$ cat config.mk
export PLATFORM = sky130hd
export DESIGN_NAME = dlx_decode_stage
export DESIGN_NICKNAME = d
export VERILOG_FILES = /design/src/rtl/dlx_pkg.sv /design/src/rtl/dlx_decode_comb.sv /design/src/rtl/dlx_decode_stage.sv
export SDC_FILE = /design/constraint.sdc
export NUM_CORES = 1
export LEC_CHECK = 0
export BUFFER_PORTS_ARGS = -buffer_cell sky130_fd_sc_hd__buf_2
export CAP_MARGIN = 10
export CORE_MARGIN = 10
export CORE_UTILIZATION = 46
export CTS_CLUSTER_SIZE = 10
export DETAILED_ROUTE_END_ITERATION = 8
export GPL_TIMING_DRIVEN = 0
export PLACE_DENSITY = 0.72
export SLEW_MARGIN = 20
export SYNTH_ARGS = -nofsm -noshare
export SYNTH_HDL_FRONTEND = slang
export SYNTH_SLANG_ARGS = --single-unit
$ cat constraint.sdc
create_clock -name clk -period 3.2 [get_ports clk]
set_clock_uncertainty 0.1 [all_clocks]
set_input_delay 0.16 -clock clk [delete_from_list [all_inputs] [get_ports clk]]
set_output_delay 0.16 -clock clk [all_outputs]
set_load 0.02 [all_outputs]
$ cat src/rtl/dlx_pkg.sv
// dlx_pkg: shared types for the DLX decode stage.
//   alu_op_e        ALU operation codes (0..15)
//   opcode_e        primary opcode values (instr[31:26])
//   funct_e         R-type function values (instr[5:0])
//   pc_cmd_e        PC-unit command encodings
//   pc_val_e        PC value source encodings
//   imm_kind_e      how the immediate is formed before widening to XLEN
//   decode_bundle_t width-independent control part of a decoded instruction
package dlx_pkg;

  typedef enum logic [3:0] {
    ALU_NOP  = 4'd0,
    ALU_ADD  = 4'd1,
    ALU_SUB  = 4'd2,
    ALU_AND  = 4'd3,
    ALU_OR   = 4'd4,
    ALU_XOR  = 4'd5,
    ALU_SLL  = 4'd6,
    ALU_SRL  = 4'd7,
    ALU_BEQZ = 4'd8,
    ALU_BNEZ = 4'd9,
    ALU_SEQ  = 4'd10,
    ALU_SGE  = 4'd11,
    ALU_SLT  = 4'd12,
    ALU_SNE  = 4'd13,
    ALU_SRA  = 4'd14,
    ALU_LINK = 4'd15
  } alu_op_e;

  typedef enum logic [5:0] {
    OP_RTYPE = 6'h00,
    OP_J     = 6'h02,
    OP_JAL   = 6'h03,
    OP_BEQZ  = 6'h04,
    OP_BNEZ  = 6'h05,
    OP_ADDI  = 6'h08,
    OP_SUBI  = 6'h0A,
    OP_ANDI  = 6'h0C,
    OP_ORI   = 6'h0D,
    OP_XORI  = 6'h0E,
    OP_LHI   = 6'h0F,
    OP_JR    = 6'h12,
    OP_JALR  = 6'h13,
    OP_SLLI  = 6'h14,
    OP_SRLI  = 6'h16,
    OP_SRAI  = 6'h17,
    OP_SEQI  = 6'h18,
    OP_SNEI  = 6'h19,
    OP_SLTI  = 6'h1A,
    OP_SGEI  = 6'h1C,
    OP_LW    = 6'h23,
    OP_SW    = 6'h2B
  } opcode_e;

  typedef enum logic [5:0] {
    FN_SLL = 6'h04,
    FN_SRL = 6'h06,
    FN_SRA = 6'h07,
    FN_ADD = 6'h20,
    FN_SUB = 6'h22,
    FN_AND = 6'h24,
    FN_OR  = 6'h25,
    FN_XOR = 6'h26,
    FN_SEQ = 6'h28,
    FN_SNE = 6'h29,
    FN_SLT = 6'h2A,
    FN_SGE = 6'h2C
  } funct_e;

  // 00 = sequential, 10 = pc-relative jump/branch, 11 = jump through register
  typedef enum logic [1:0] {
    PC_SEQ    = 2'b00,
    PC_BRANCH = 2'b10,
    PC_REG    = 2'b11
  } pc_cmd_e;

  typedef enum logic [1:0] {
    PV_NONE = 2'b00,
    PV_IMM  = 2'b01,
    PV_REG  = 2'b11
  } pc_val_e;

  typedef enum logic [1:0] {
    IMM_NONE = 2'd0,
    IMM_S16  = 2'd1,
    IMM_Z16  = 2'd2,
    IMM_S26  = 2'd3
  } imm_kind_e;

  typedef struct packed {
    alu_op_e alu_op;
    logic    imm_sel;
    logic    pc_sel;
    pc_cmd_e pc_cmd;
    pc_val_e pc_val;
    logic    d_load_enable;
    logic    d_write_enable;
    logic    illegal;
  } decode_bundle_t;

endpackage

$ cat src/rtl/dlx_decode_comb.sv
// dlx_decode_comb: purely combinational DLX instruction decoder.
//   instr  in   32      instruction word
//   ctrl   out  bundle  ALU/PC/memory controls and illegal flag
//   rs1    out  REG_AW  source register 1 (zero-extended field)
//   rs2    out  REG_AW  source register 2
//   rd     out  REG_AW  destination register
//   imm    out  XLEN    immediate widened to XLEN
module dlx_decode_comb
  import dlx_pkg::*;
#(
  parameter int XLEN   = 32,
  parameter int REG_AW = 5
) (
  input  logic [31:0]       instr,
  output decode_bundle_t    ctrl,
  output logic [REG_AW-1:0] rs1,
  output logic [REG_AW-1:0] rs2,
  output logic [REG_AW-1:0] rd,
  output logic [XLEN-1:0]   imm
);

  logic [REG_AW-1:0] f_rs1, f_rs2, f_rd, f_link;
  imm_kind_e         imm_kind;

  assign f_rs1  = REG_AW'(instr[25:21]);
  assign f_rs2  = REG_AW'(instr[20:16]);
  assign f_rd   = REG_AW'(instr[15:11]);
  assign f_link = REG_AW'(5'd31);

  // Everything starts at zero so an undecoded word naturally becomes a NOP
  // bundle; only the illegal flag is raised on top of it.
  always_comb begin
    ctrl     = '0;
    rs1      = '0;
    rs2      = '0;
    rd       = '0;
    imm_kind = IMM_NONE;
    case (instr[31:26])
      OP_RTYPE: begin
        rs1 = f_rs1;
        rs2 = f_rs2;
        rd  = f_rd;
        case (instr[5:0])
          FN_ADD:  ctrl.alu_op = ALU_ADD;
          FN_SUB:  ctrl.alu_op = ALU_SUB;
          FN_AND:  ctrl.alu_op = ALU_AND;
          FN_OR:   ctrl.alu_op = ALU_OR;
          FN_XOR:  ctrl.alu_op = ALU_XOR;
          FN_SLL:  ctrl.alu_op = ALU_SLL;
          FN_SRL:  ctrl.alu_op = ALU_SRL;
          FN_SEQ:  ctrl.alu_op = ALU_SEQ;
          FN_SGE:  ctrl.alu_op = ALU_SGE;
          FN_SLT:  ctrl.alu_op = ALU_SLT;
          FN_SNE:  ctrl.alu_op = ALU_SNE;
          FN_SRA:  ctrl.alu_op = ALU_SRA;
          default: begin
            ctrl.illegal = 1'b1;
            rs1 = '0;
            rs2 = '0;
            rd  = '0;
          end
        endcase
      end
      OP_J, OP_JAL: begin
        ctrl.pc_cmd = PC_BRANCH;
        ctrl.pc_sel = 1'b1;
        ctrl.pc_val = PV_IMM;
        imm_kind    = IMM_S26;
        if (instr[31:26] == OP_JAL) begin
          ctrl.alu_op = ALU_LINK;
          rd          = f_link;
        end
      end
      default: begin
        // I-type base fields; individual opcodes override rd/rs2 below
        rs1          = f_rs1;
        rd           = f_rs2;
        ctrl.imm_sel = 1'b1;
        case (instr[31:26])
          OP_ADDI: begin ctrl.alu_op = ALU_ADD; imm_kind = IMM_S16; end
          OP_SUBI: begin ctrl.alu_op = ALU_SUB; imm_kind = IMM_S16; end
          OP_SEQI: begin ctrl.alu_op = ALU_SEQ; imm_kind = IMM_S16; end
          OP_SGEI: begin ctrl.alu_op = ALU_SGE; imm_kind = IMM_S16; end
          OP_SLTI: begin ctrl.alu_op = ALU_SLT; imm_kind = IMM_S16; end
          OP_SNEI: begin ctrl.alu_op = ALU_SNE; imm_kind = IMM_S16; end
          OP_ANDI: begin ctrl.alu_op = ALU_AND; imm_kind = IMM_Z16; end
          OP_ORI:  begin ctrl.alu_op = ALU_OR;  imm_kind = IMM_Z16; end
          OP_XORI: begin ctrl.alu_op = ALU_XOR; imm_kind = IMM_Z16; end
          OP_SLLI: begin ctrl.alu_op = ALU_SLL; imm_kind = IMM_Z16; end
          OP_SRLI: begin ctrl.alu_op = ALU_SRL; imm_kind = IMM_Z16; end
          OP_SRAI: begin ctrl.alu_op = ALU_SRA; imm_kind = IMM_Z16; end
          OP_LHI:  imm_kind = IMM_Z16;
          OP_LW: begin
            ctrl.alu_op        = ALU_ADD;
            imm_kind           = IMM_S16;
            ctrl.d_load_enable = 1'b1;
          end
          OP_SW: begin
            ctrl.alu_op         = ALU_ADD;
            imm_kind            = IMM_S16;
            rs2                 = f_rs2;
            rd                  = '0;
            ctrl.d_write_enable = 1'b1;
          end
          OP_BEQZ: begin
            ctrl.alu_op = ALU_BEQZ;
            imm_kind    = IMM_S16;
            ctrl.pc_cmd = PC_BRANCH;
          end
          OP_BNEZ: begin
            ctrl.alu_op = ALU_BNEZ;
            imm_kind    = IMM_S16;
            ctrl.pc_cmd = PC_BRANCH;
            rd          = '0;
          end
          OP_JR: begin
            ctrl.pc_cmd = PC_REG;
            ctrl.pc_val = PV_REG;
            rd          = '0;
          end
          OP_JALR: begin
            ctrl.alu_op = ALU_LINK;
            ctrl.pc_cmd = PC_REG;
            ctrl.pc_val = PV_REG;
            rd          = f_link;
          end
          default: begin
            ctrl     = '0;
            rs1      = '0;
            rd       = '0;
            imm_kind = IMM_NONE;
            ctrl.illegal = 1'b1;
          end
        endcase
      end
    endcase
  end

  // Widen the selected immediate field to the full datapath.
  always_comb begin
    case (imm_kind)
      IMM_S16: imm = {{(XLEN-16){instr[15]}}, instr[15:0]};
      IMM_Z16: imm = {{(XLEN-16){1'b0}}, instr[15:0]};
      IMM_S26: imm = {{(XLEN-26){instr[25]}}, instr[25:0]};
      default: imm = '0;
    endcase
  end

endmodule

$ cat src/rtl/dlx_decode_stage.sv
// dlx_decode_stage: pipelined DLX decode stage with valid/ready handshake.
//   clk, reset_n            clock, asynchronous active-low reset
//   flush                   drop every held entry and any same-cycle input
//   in_valid/in_ready       fetch-side handshake; in_instr, in_pc payload
//   out_valid/out_ready     downstream handshake; out_pc plus decoded bundle
//   alu_op, rs1, rs2, rd, imm, imm_sel, pc_sel, pc_cmd, pc_val,
//   d_load_enable, d_write_enable, illegal   decoded bundle fields
// SKID=1 adds a second entry so in_ready can be a pure register output.
module dlx_decode_stage #(
  parameter int XLEN   = 32,
  parameter int REG_AW = 5,
  parameter int SKID   = 1
) (
  input  logic              clk,
  input  logic              reset_n,
  input  logic              flush,
  input  logic              in_valid,
  output logic              in_ready,
  input  logic [31:0]       in_instr,
  input  logic [XLEN-1:0]   in_pc,
  output logic              out_valid,
  input  logic              out_ready,
  output logic [XLEN-1:0]   out_pc,
  output logic [3:0]        alu_op,
  output logic [REG_AW-1:0] rs1,
  output logic [REG_AW-1:0] rs2,
  output logic [REG_AW-1:0] rd,
  output logic [XLEN-1:0]   imm,
  output logic              imm_sel,
  output logic              pc_sel,
  output logic [1:0]        pc_cmd,
  output logic [1:0]        pc_val,
  output logic              d_load_enable,
  output logic              d_write_enable,
  output logic              illegal
);
  import dlx_pkg::*;

  typedef struct packed {
    logic [XLEN-1:0]   pc;
    logic [XLEN-1:0]   imm;
    logic [REG_AW-1:0] rs1;
    logic [REG_AW-1:0] rs2;
    logic [REG_AW-1:0] rd;
    decode_bundle_t    ctrl;
  } entry_t;

  decode_bundle_t    dec_ctrl;
  logic [REG_AW-1:0] dec_rs1, dec_rs2, dec_rd;
  logic [XLEN-1:0]   dec_imm;
  entry_t            in_entry, out_q, skid_q;
  logic              out_valid_q, skid_valid;
  logic              in_fire, out_free, to_skid;

  dlx_decode_comb #(.XLEN(XLEN), .REG_AW(REG_AW)) u_decode (
    .instr (in_instr),
    .ctrl  (dec_ctrl),
    .rs1   (dec_rs1),
    .rs2   (dec_rs2),
    .rd    (dec_rd),
    .imm   (dec_imm)
  );

  assign in_entry = '{pc: in_pc, imm: dec_imm, rs1: dec_rs1, rs2: dec_rs2,
                      rd: dec_rd, ctrl: dec_ctrl};

  assign in_fire  = in_valid && in_ready;
  // The output slot can take a new entry when it is empty or being drained.
  assign out_free = !out_valid_q || out_ready;
  assign to_skid  = in_fire && !out_free;

  // Output register: the skid entry always has priority over fresh input so
  // the original order is kept; a stalled output holds its contents.
  always_ff @(posedge clk or negedge reset_n) begin
    if (!reset_n) begin
      out_valid_q <= 1'b0;
      out_q       <= '0;
    end else if (flush) begin
      out_valid_q <= 1'b0;
    end else if (out_free) begin
      if (skid_valid) begin
        out_q       <= skid_q;
        out_valid_q <= 1'b1;
      end else if (in_fire) begin
        out_q       <= in_entry;
        out_valid_q <= 1'b1;
      end else begin
        out_valid_q <= 1'b0;
      end
    end
  end

  generate
    if (SKID != 0) begin : g_skid
      logic ready_q;

      // ready_q mirrors !skid_valid one edge ahead, so it stays low out of
      // reset until the first clock edge after release.
      always_ff @(posedge clk or negedge reset_n) begin
        if (!reset_n) begin
          skid_valid <= 1'b0;
          skid_q     <= '0;
          ready_q    <= 1'b0;
        end else if (flush) begin
          skid_valid <= 1'b0;
          ready_q    <= 1'b1;
        end else if (to_skid) begin
          skid_valid <= 1'b1;
          skid_q     <= in_entry;
          ready_q    <= 1'b0;
        end else if (skid_valid && out_free) begin
          skid_valid <= 1'b0;
          ready_q    <= 1'b1;
        end else begin
          ready_q    <= !skid_valid;
        end
      end

      assign in_ready = ready_q;
    end else begin : g_noskid
      logic ready_en;

      // Holds off acceptance until the first edge after reset release.
      always_ff @(posedge clk or negedge reset_n) begin
        if (!reset_n) ready_en <= 1'b0;
        else          ready_en <= 1'b1;
      end

      assign skid_valid = 1'b0;
      assign skid_q     = '0;
      assign in_ready   = ready_en && out_free;
    end
  endgenerate

  assign out_valid      = out_valid_q;
  assign out_pc         = out_q.pc;
  assign alu_op         = out_q.ctrl.alu_op;
  assign rs1            = out_q.rs1;
  assign rs2            = out_q.rs2;
  assign rd             = out_q.rd;
  assign imm            = out_q.imm;
  assign imm_sel        = out_q.ctrl.imm_sel;
  assign pc_sel         = out_q.ctrl.pc_sel;
  assign pc_cmd         = out_q.ctrl.pc_cmd;
  assign pc_val         = out_q.ctrl.pc_val;
  assign d_load_enable  = out_q.ctrl.d_load_enable;
  assign d_write_enable = out_q.ctrl.d_write_enable;
  assign illegal        = out_q.ctrl.illegal;

endmodule

==> results by stage, run 1 <==
Status:
- The run finished with clean final reports.

Clock network:
- The later-pin clock latency in the skew report is 430 ps.
- The clock-pin slew reported for the worst setup and hold paths after clock tree synthesis is 60 ps.
- The CTS sink count is 175.
- The maximum count of clock buffers along a single path is 2.
- TritonCTS built the clock tree.
- The H-tree was split into 4 levels.
- The count of cells resized by post-cts repair is 0.
- TritonCTS created 17 clock buffers.
- CTS placed an instance of sky130_fd_sc_hd__clkbuf_16 at the clock tree root.

STA:
- For the pin with the worst max-slew slack, the measured transition is 812 ps.
- The final count of hold timing violations came to 0.
- Setup repair after global routing left no endpoint under its margin.
- The maximum operating frequency is 399 MHz.
- The number of slew-limit violations in the final report is 0.
- The minimum clock period after layout is 2500 ps.
- Setup violations remaining at the end of the flow were counted as 0.
- The relative slew slack is 45.9%.
- The ratio of final minimum period to clock period is 78.2%.
- The aggregate negative setup slack is 0 ps.

Floorplan:
- The floorplan has 48 rows.
- The die is 153 µm tall.
- The core region is 17,400 µm².
- Once the floorplan was initialized, standard cells occupied 47.1% of the core.
- In this run the count of I/O pins placed on the die edge is 163.
- The die width is 153 µm.
- The die covers 23,500 µm².

Critical path:
- Of all nets on the critical path, the largest fanout is 10.
- The category of the worst setup path capture point is a flip-flop.
- The cell depth of the worst flop-to-flop path is 7.
- At the worst endpoint, the arrival time is 2740 ps.
- The worst setup path is launched from a flip-flop.
- The required time reported for the critical path endpoint is 3430 ps.
- The critical setup path kind is reg2reg.
- The signal on the critical path passes through nand2b_1 > or3_1 > clkbuf_1 > clkbuf_1 > buf_1 > nand2_1 > o31ai_1.
- The slowest cell on the critical path is sky130_fd_sc_hd__clkbuf_1.
- For this run, the slowest stage of the critical path takes 560 ps.
- The cell repeated most along the worst path is sky130_fd_sc_hd__clkbuf_1.

GRT:
- Global routing used 21.0% of the available tracks across all layers.
- The initial antenna violation count is 0.
- The total overflow left after global routing is 0.
- The via count of the first global-routing pass was 7,582.
- The first-pass GRT wire length is 40.5 mm.
- Entering global routing, the biggest net connects 95 pins.

Yosys:
- The adder and majority gate portion of the synthesized area is 0%.
- The fraction of synthesized cell area in xor and xnor cells is 0.429%.
- The proportion of register bits with asynchronous set or reset after synthesis is 100%.
- The netlist area before placement is 8170 µm².
- The flip-flop cell with the highest count after synthesis is sky130_fd_sc_hd__dfrtp_1.
- In the post-synthesis netlist, the biggest area contributors are sky130_fd_sc_hd__dfrtp_1, sky130_fd_sc_hd__nand2_1, sky130_fd_sc_hd__o21ai_0, sky130_fd_sc_hd__mux2i_1, sky130_fd_sc_hd__o31ai_1.
- After Yosys synthesis, and, or, nand and nor cells account for 18.6% of the synthesized area.
- Synthesis produced 902 cells.
- The synthesized design devotes to its leading area cell type 53.6% of total area.
- Yosys mapped a number of flops with a built-in enable equal to 0.
- The commonest cells after synthesis are sky130_fd_sc_hd__nand2_1, sky130_fd_sc_hd__dfrtp_1, sky130_fd_sc_hd__o21ai_0.
- The synthesis warning total is 0.
- For this run, the register share of the synthesized area comes to 53.6%.
- Counting every net in the synthesized netlist gives 971.
- The biggest area contributor in the post-synthesis netlist is sky130_fd_sc_hd__dfrtp_1.
- The synthesized netlist contains 52 unique library cells.
- The dominant combinational cell family by area after synthesis is simple AND/OR/NAND/NOR gates.
- The dominant cell by count in the synthesized netlist is sky130_fd_sc_hd__nand2_1.
- Averaged over all synthesized cells, the footprint is 9.06 µm².
- After synthesis the netlist holds a flip-flop and latch count of 175.
- The multiplexer share of the synthesized area is 4.17%.
- Summing the areas of all compound-gate instances in the mapped netlist gives 17.9% of the synthesized area.

Worst hold path:
- The instance count along the most critical hold path is 3.
- The min-delay analysis places its worst path in the category in2reg.

Placement:
- The sum of net half-perimeters after detailed placement is 18.1 mm.
- In this run the cell area measured after placement is 9280 µm².
- The count of buffers inserted at the top-level ports is 157.
- The weighted congestion at the end of routability-driven global placement is 0.930.

Routing:
- The initial detailed-routing violation count is 654.
- In the routed design, unresolved DRC markers number 0.
- The total detailed-routing wirelength is 25.1 mm.
- The number of vias in the routed layout is 7,520.
- The count of antenna-violating nets left after detailed routing is 0.
- The number of iterations in the first detailed-routing pass is 5.
- The detail-routed via count per cell is 5.48.
- The per-cell routed wire length is 18.3 µm.

Cells and area:
- The post-route netlist has 19.3% of its cells at a drive strength greater than 1.
- From synthesis to final layout, the design area changed by 27.3%.
- The net count of the finished layout is 1,204.
- The number of antenna diodes is 0.
- The final instance area is 10,400 µm².

Power and ir drop:
- The power per cell area is 569 nW/µm².
- The worst ir drop on vdd is 367 µV.
- The analysis attributes to cell leakage a power of 4.93 nW.

Run:
- The number of violations of the max-capacitance limit is 0.
cell families after synthesis:
kind of cell           Yosys count
AO/OA/AOI/OAI                  244
XOR/XNOR                         4
buffers and inverters          101
flip-flops                     175
multiplexers                    34
AND/OR/NAND/NOR                344
flip-flops by register name (all words and copies together) (netlist names):
name / count
out_pc: 32
rs1: 5
pc_cmd: 2
illegal: 1
pc_val: 2
skid_valid: 1
imm: 26
rs2: 5
skid_q: 86
d_load_enable: 1
pc_sel: 1
in_ready: 1
imm_sel: 1
out_valid: 1
rd: 5
alu_op: 4
d_write_enable: 1
critical path: cells and delay by family, from the launching register on:
kind | cells | cell delay [ps]
AOI/OAI and AO/OA | 1 | 90
DFF | 1 | 370
buffers and inverters | 3 | 1380
and+or+nand+nor | 3 | 460
per-layer routing:
metal,wire (µm),GRT usage [%],up-vias
met5,0,0,-
met4,410,6.31,0
met3,1700,4.49,29
met2,11900,34.2,246
met1,11100,27.4,3659
li1,-,-,3586
final timing paths:
path | to | from | slack [ps]
max in group asynchronous | imm[23]$_DFFE_PN0P_ | reset_n | 1900
hold / removal | out_valid$_DFFE_PN0P_ | in_valid | 10
setup reg to reg | skid_q[43]$_DFFE_PN0P_ | out_valid$_DFFE_PN0P_ | 700
hold reg to reg | skid_q[28]$_DFFE_PN0P_ | skid_q[28]$_DFFE_PN0P_ | 370
setup / recovery | skid_q[43]$_DFFE_PN0P_ | out_valid$_DFFE_PN0P_ | 700
min in group asynchronous | out_pc[2]$_DFFE_PN0P_ | reset_n | 220
cell usage in the layout, fill, tap and decap left out, types with 25 or more instances in the layout:
cell type and count:
sky130_fd_sc_hd__o31ai_1 32, sky130_fd_sc_hd__clkbuf_1 49, sky130_fd_sc_hd__nand2_1 222, sky130_fd_sc_hd__dfrtp_1 175, sky130_fd_sc_hd__mux2i_1 34, sky130_fd_sc_hd__a21oi_1 37
sky130_fd_sc_hd__nor2_1 30, sky130_fd_sc_hd__a31oi_1 38, sky130_fd_sc_hd__dlygate4sd3_1 56, sky130_fd_sc_hd__o21ai_0 102, sky130_fd_sc_hd__and3_1 25, sky130_fd_sc_hd__buf_2 172
repair_timing:
| item | in CTS | in global routing |
|---|---|---|
| buffers inserted | 0 | 0 |
| hold endpoints to repair | 211 | 0 |
| hold buffers | 56 | 0 |
where the power goes:
part | internal, mW | switching [mW]
clock | 1.09 | 0.884
combinational | 0.440 | 0.752
sequential | 2.56 | 0.188
layout make-up:
type | instances | area, µm²
fill | 1532 | 6960
sequential | 175 | 4380
multi-input combinational | 626 | 3360
timing repair buffer | 214 | 1380
clock buffer | 19 | 443
buffer | 78 | 347
tap | 225 | 282
clock inverter | 13 | 115
inverter | 23 | 86.3
per-stage QoR:
step	power (mW)	util (%)	hold slack [ps]	setup WS, ps	cells
after floorplan	3.45	-	-236	1360	902
after global placement	3.88	53.2	268	-919	1284
after detailed placement	3.94	53.4	104	772	1285
after CTS	5.95	59.9	9.17	752	1373
after global routing	6.19	59.9	36.3	525	1373
final	5.92	59.9	12.1	697	1373
Note: power is estimated with default switching activity, not from simulation.
==> inputs of run 2 (changes only) <==
Clock period 3.2 ns to 2.6 ns, I/O delays scaled along.
==> run 2 against run 1 <==
Effect of this change:
- register-to-register slack got worse by 450 ps
- critical endpoint is now imm[1]$_DFFE_PN0P_
- hold slack improved by 12 ps
- clock power increased by 23%
- final area is 0.13% higher
- critical path type unchanged
- worst setup slack got worse by 450 ps
- maximum frequency up 6.2%
- flip-flop and latch count is the same
- final cell count is essentially flat
- die area is the same
- largest power group unchanged
- power increased by 23%
==> results by stage, run 2 (synthesis gave the netlist of run 1 again) <==
Placement:
- The placed cell count is 1,285 (unchanged).
- The count of buffers inserted at the top-level ports is 157 (unchanged).
- The weighted congestion at the end of routability-driven global placement was 0.930 (unchanged).
- The sum of net half-perimeters after detailed placement is 18.1 mm (unchanged).
- The standard cell area after detailed placement is 9280 µm² (unchanged).

Cells and area:
- The top cell types in the final layout, fill and taps aside, are sky130_fd_sc_hd__nand2_1, sky130_fd_sc_hd__dfrtp_1, sky130_fd_sc_hd__buf_2.
- The most frequent standard cell in the layout excluding fill and tap cells is sky130_fd_sc_hd__nand2_1.
- The final instance area is 10,400 µm² (+0.13%).
- The flip-flop count of the largest register, all copies and words added is 86 (unchanged).
- The number of antenna diodes was 0 (unchanged).
- The combined area of the multi-input logic cells is 3370 µm² (about the same).
- The final net count came to 1,205 (+0.083%).
- The fraction of layout cells with a size suffix above 1 is 19.4% (+0.16 points).
- The most flop-heavy register is skid_q.
- The post-route non-filler standard cell count was 1,374 (+0.073%).
- The filler cell count in the final layout is 1,529 (-0.20%).
- Compared with the post-synthesis result, the final layout area differs by 27.4%.
- The footprint of the flip-flops and latches is 4380 µm² (unchanged).

STA:
- Setup repair after global routing left no endpoint under its margin.
- The final count of hold timing violations is 0 (unchanged).
- The minimum clock period after layout is 2360 ps (-145 ps).
- The ratio of final minimum period to clock period is 90.7% (+12 points).
- The maximum operating frequency is 424 MHz (+6.2%).
- The slew of the pin with the lowest slew margin was 809 ps (-3.01 ps).
- The relative slew slack is 46.1% (+0.20 points).
- The number of slew-limit violations in the final report is 0 (unchanged).
- The total of endpoints with negative setup slack in the final report is 0 (unchanged).

Routing:
- The total detailed-routing wirelength is 25.2 mm (+0.22%).
- The number of iterations in the first detailed-routing pass was 7 (+2).
- The initial detailed-routing violation count is 701 (+7.2%).
- The number of vias in the routed layout is 7,570 (+0.66%).
- The count of antenna-violating nets left after detailed routing was 0 (unchanged).
- The DRC violation count after routing came to 0 (unchanged).
- The per-cell routed wire length is 18.3 µm (+0.15%).
- The detail-routed via count per cell is 5.51 (+0.59%).

Critical path:
- STA classifies the critical path startpoint as a flip-flop.
- The required time reported for the critical path endpoint is 2830 ps (-600 ps).
- The data arrival time of the worst path came to 2590 ps (-150 ps).
- Traced cell by cell, the critical path runs through a21o_1 > nand3_1 > clkbuf_1 > clkbuf_1 > a21oi_1 > o31ai_1.
- Among the stages of the critical path, the cell type that occurs most often is sky130_fd_sc_hd__clkbuf_1.
- The delay of the slowest cell on the worst path is 500 ps (-60 ps).
- The maximum net fanout on the critical path came to 10 (unchanged).
- The critical path in this run is classified as reg2reg.
- The worst setup path startpoint is skid_valid$_DFFE_PN0P_.
- The category of the worst setup path capture point is a flip-flop.
- The worst register-to-register path begins at skid_valid$_DFFE_PN0P_.
- Among all stages on the critical path, the largest delay is contributed by sky130_fd_sc_hd__clkbuf_1.

GRT:
- The first-pass GRT wire length came to 40.5 mm (about the same).
- The initial antenna violation count came to 0 (unchanged).
- The via count of the first global-routing pass is 7,592 (+0.13%).
- The total overflow reported by the global router came to 0 (unchanged).
- The aggregate global-route resource usage is 21.0% (about the same).
- The largest net degree at the start of global routing came to 95 (unchanged).

Clock network:
- The maximum count of clock buffers along a single path is 2 (unchanged).
- The clock-pin slew reported for the worst setup and hold paths after clock tree synthesis is 70 ps (about the same).
- The clock root buffer is sky130_fd_sc_hd__clkbuf_16.
- TritonCTS built the clock tree.
- The H-tree depth reported by CTS was 4 (unchanged).
- The later-pin clock latency in the skew report is 430 ps (about the same).
- The setup fix buffers added after clock tree synthesis was 0 (unchanged).
- The CTS buffer count came to 17 (unchanged).
- The CTS sink count is 175 (unchanged).

Floorplan:
- The boundary pin count is 163 (unchanged).
- The area of the placeable core came to 17,400 µm² (unchanged).
- The die width is 153 µm (unchanged).
- The cell row count is 48 (unchanged).
- The die height is 153 µm (unchanged).
- The effective utilization at floorplan is 47.1% (unchanged).
- The die outline area is 23,500 µm² (unchanged).

Power and ir drop:
- The worst ir drop on vdd is 452 µV (+23%).
- The power per cell area is 699 nW/µm² (+23%).
- The static leakage was 4.94 nW (+0.16%).

Worst hold path:
- The classification of the worst-slack hold path is in2reg.
- The start point of the worst hold path is in_valid.

Run:
- The number of violations of the max-capacitance limit is 0 (unchanged).

Status:
- The run finished with clean final reports.
run 2: layer usage:
layer	part of all wire [%]	GRT usage, %	wire length, µm
met4	1.8	6.63	453
met2	48	34.1	12000
met1	44	27.4	11000
met5	0	0	0
met3	6.9	4.66	1730
run 2: final cells by class:
class / count / area share, %
Sequential cell: 175 / 42.1
Clock buffer: 19 / 4.25
Inverter: 23 / 0.829
Multi-Input combinational cell: 626 / 32.3
Clock inverter: 13 / 1.11
Buffer: 78 / 3.34
Tap cell: 225 / 2.70
Timing Repair Buffer: 215 / 13.4
run 2: through the flow:
stage               total power, mW  setup slack, ps  util, %  hold WS (ps)  setup TNS, ps
global route                   7.63             99.4     60.0          47.2              0
floorplan                      4.25              758        -          -266              0
detailed placement             4.85              172     53.4          74.1              0
finish                         7.28              242     60.0          23.7              0
global placement               4.78            -1490     53.2           238        -257350
CTS                            7.32              152     59.9          8.48              0
run 2: final timing paths:
| kind | to | slack, ps | cells past startpoint |
|---|---|---|---|
| worst max register to register | imm[1]$_DFFE_PN0P_ | 240 | 6 |
| worst min register to register | skid_q[28]$_DFFE_PN0P_ | 370 | 2 |
| min in group asynchronous | out_pc[2]$_DFFE_PN0P_ | 190 | 2 |
| max in group asynchronous | imm[23]$_DFFE_PN0P_ | 1330 | 3 |
| worst max-delay path | imm[1]$_DFFE_PN0P_ | 240 | 6 |
| worst min-delay path | skid_valid$_DFFE_PN0P_ | 20 | 3 |
run 2: worst max-delay path, delay by kind of cell (launching register included):
kind / cells / cell delay, ps
DFF: 1 / 450
buffers and inverters: 2 / 980
and+or+nand+nor: 1 / 300
AOI/OAI and AO/OA: 3 / 440
run 2: power breakdown:
group          leakage (nW)  internal (mW)  switching, mW
Sequential             2.24           3.16          0.232
Clock                 0.266           1.34           1.08
Combinational          2.43          0.544          0.926
run 2: repair_timing:
item                                    4_1_cts  5_1_grt
endpoints found under the setup margin        0       40
endpoints found under the hold margin       220        0
hold buffers                                 57        0
gates resized for setup                       0        3
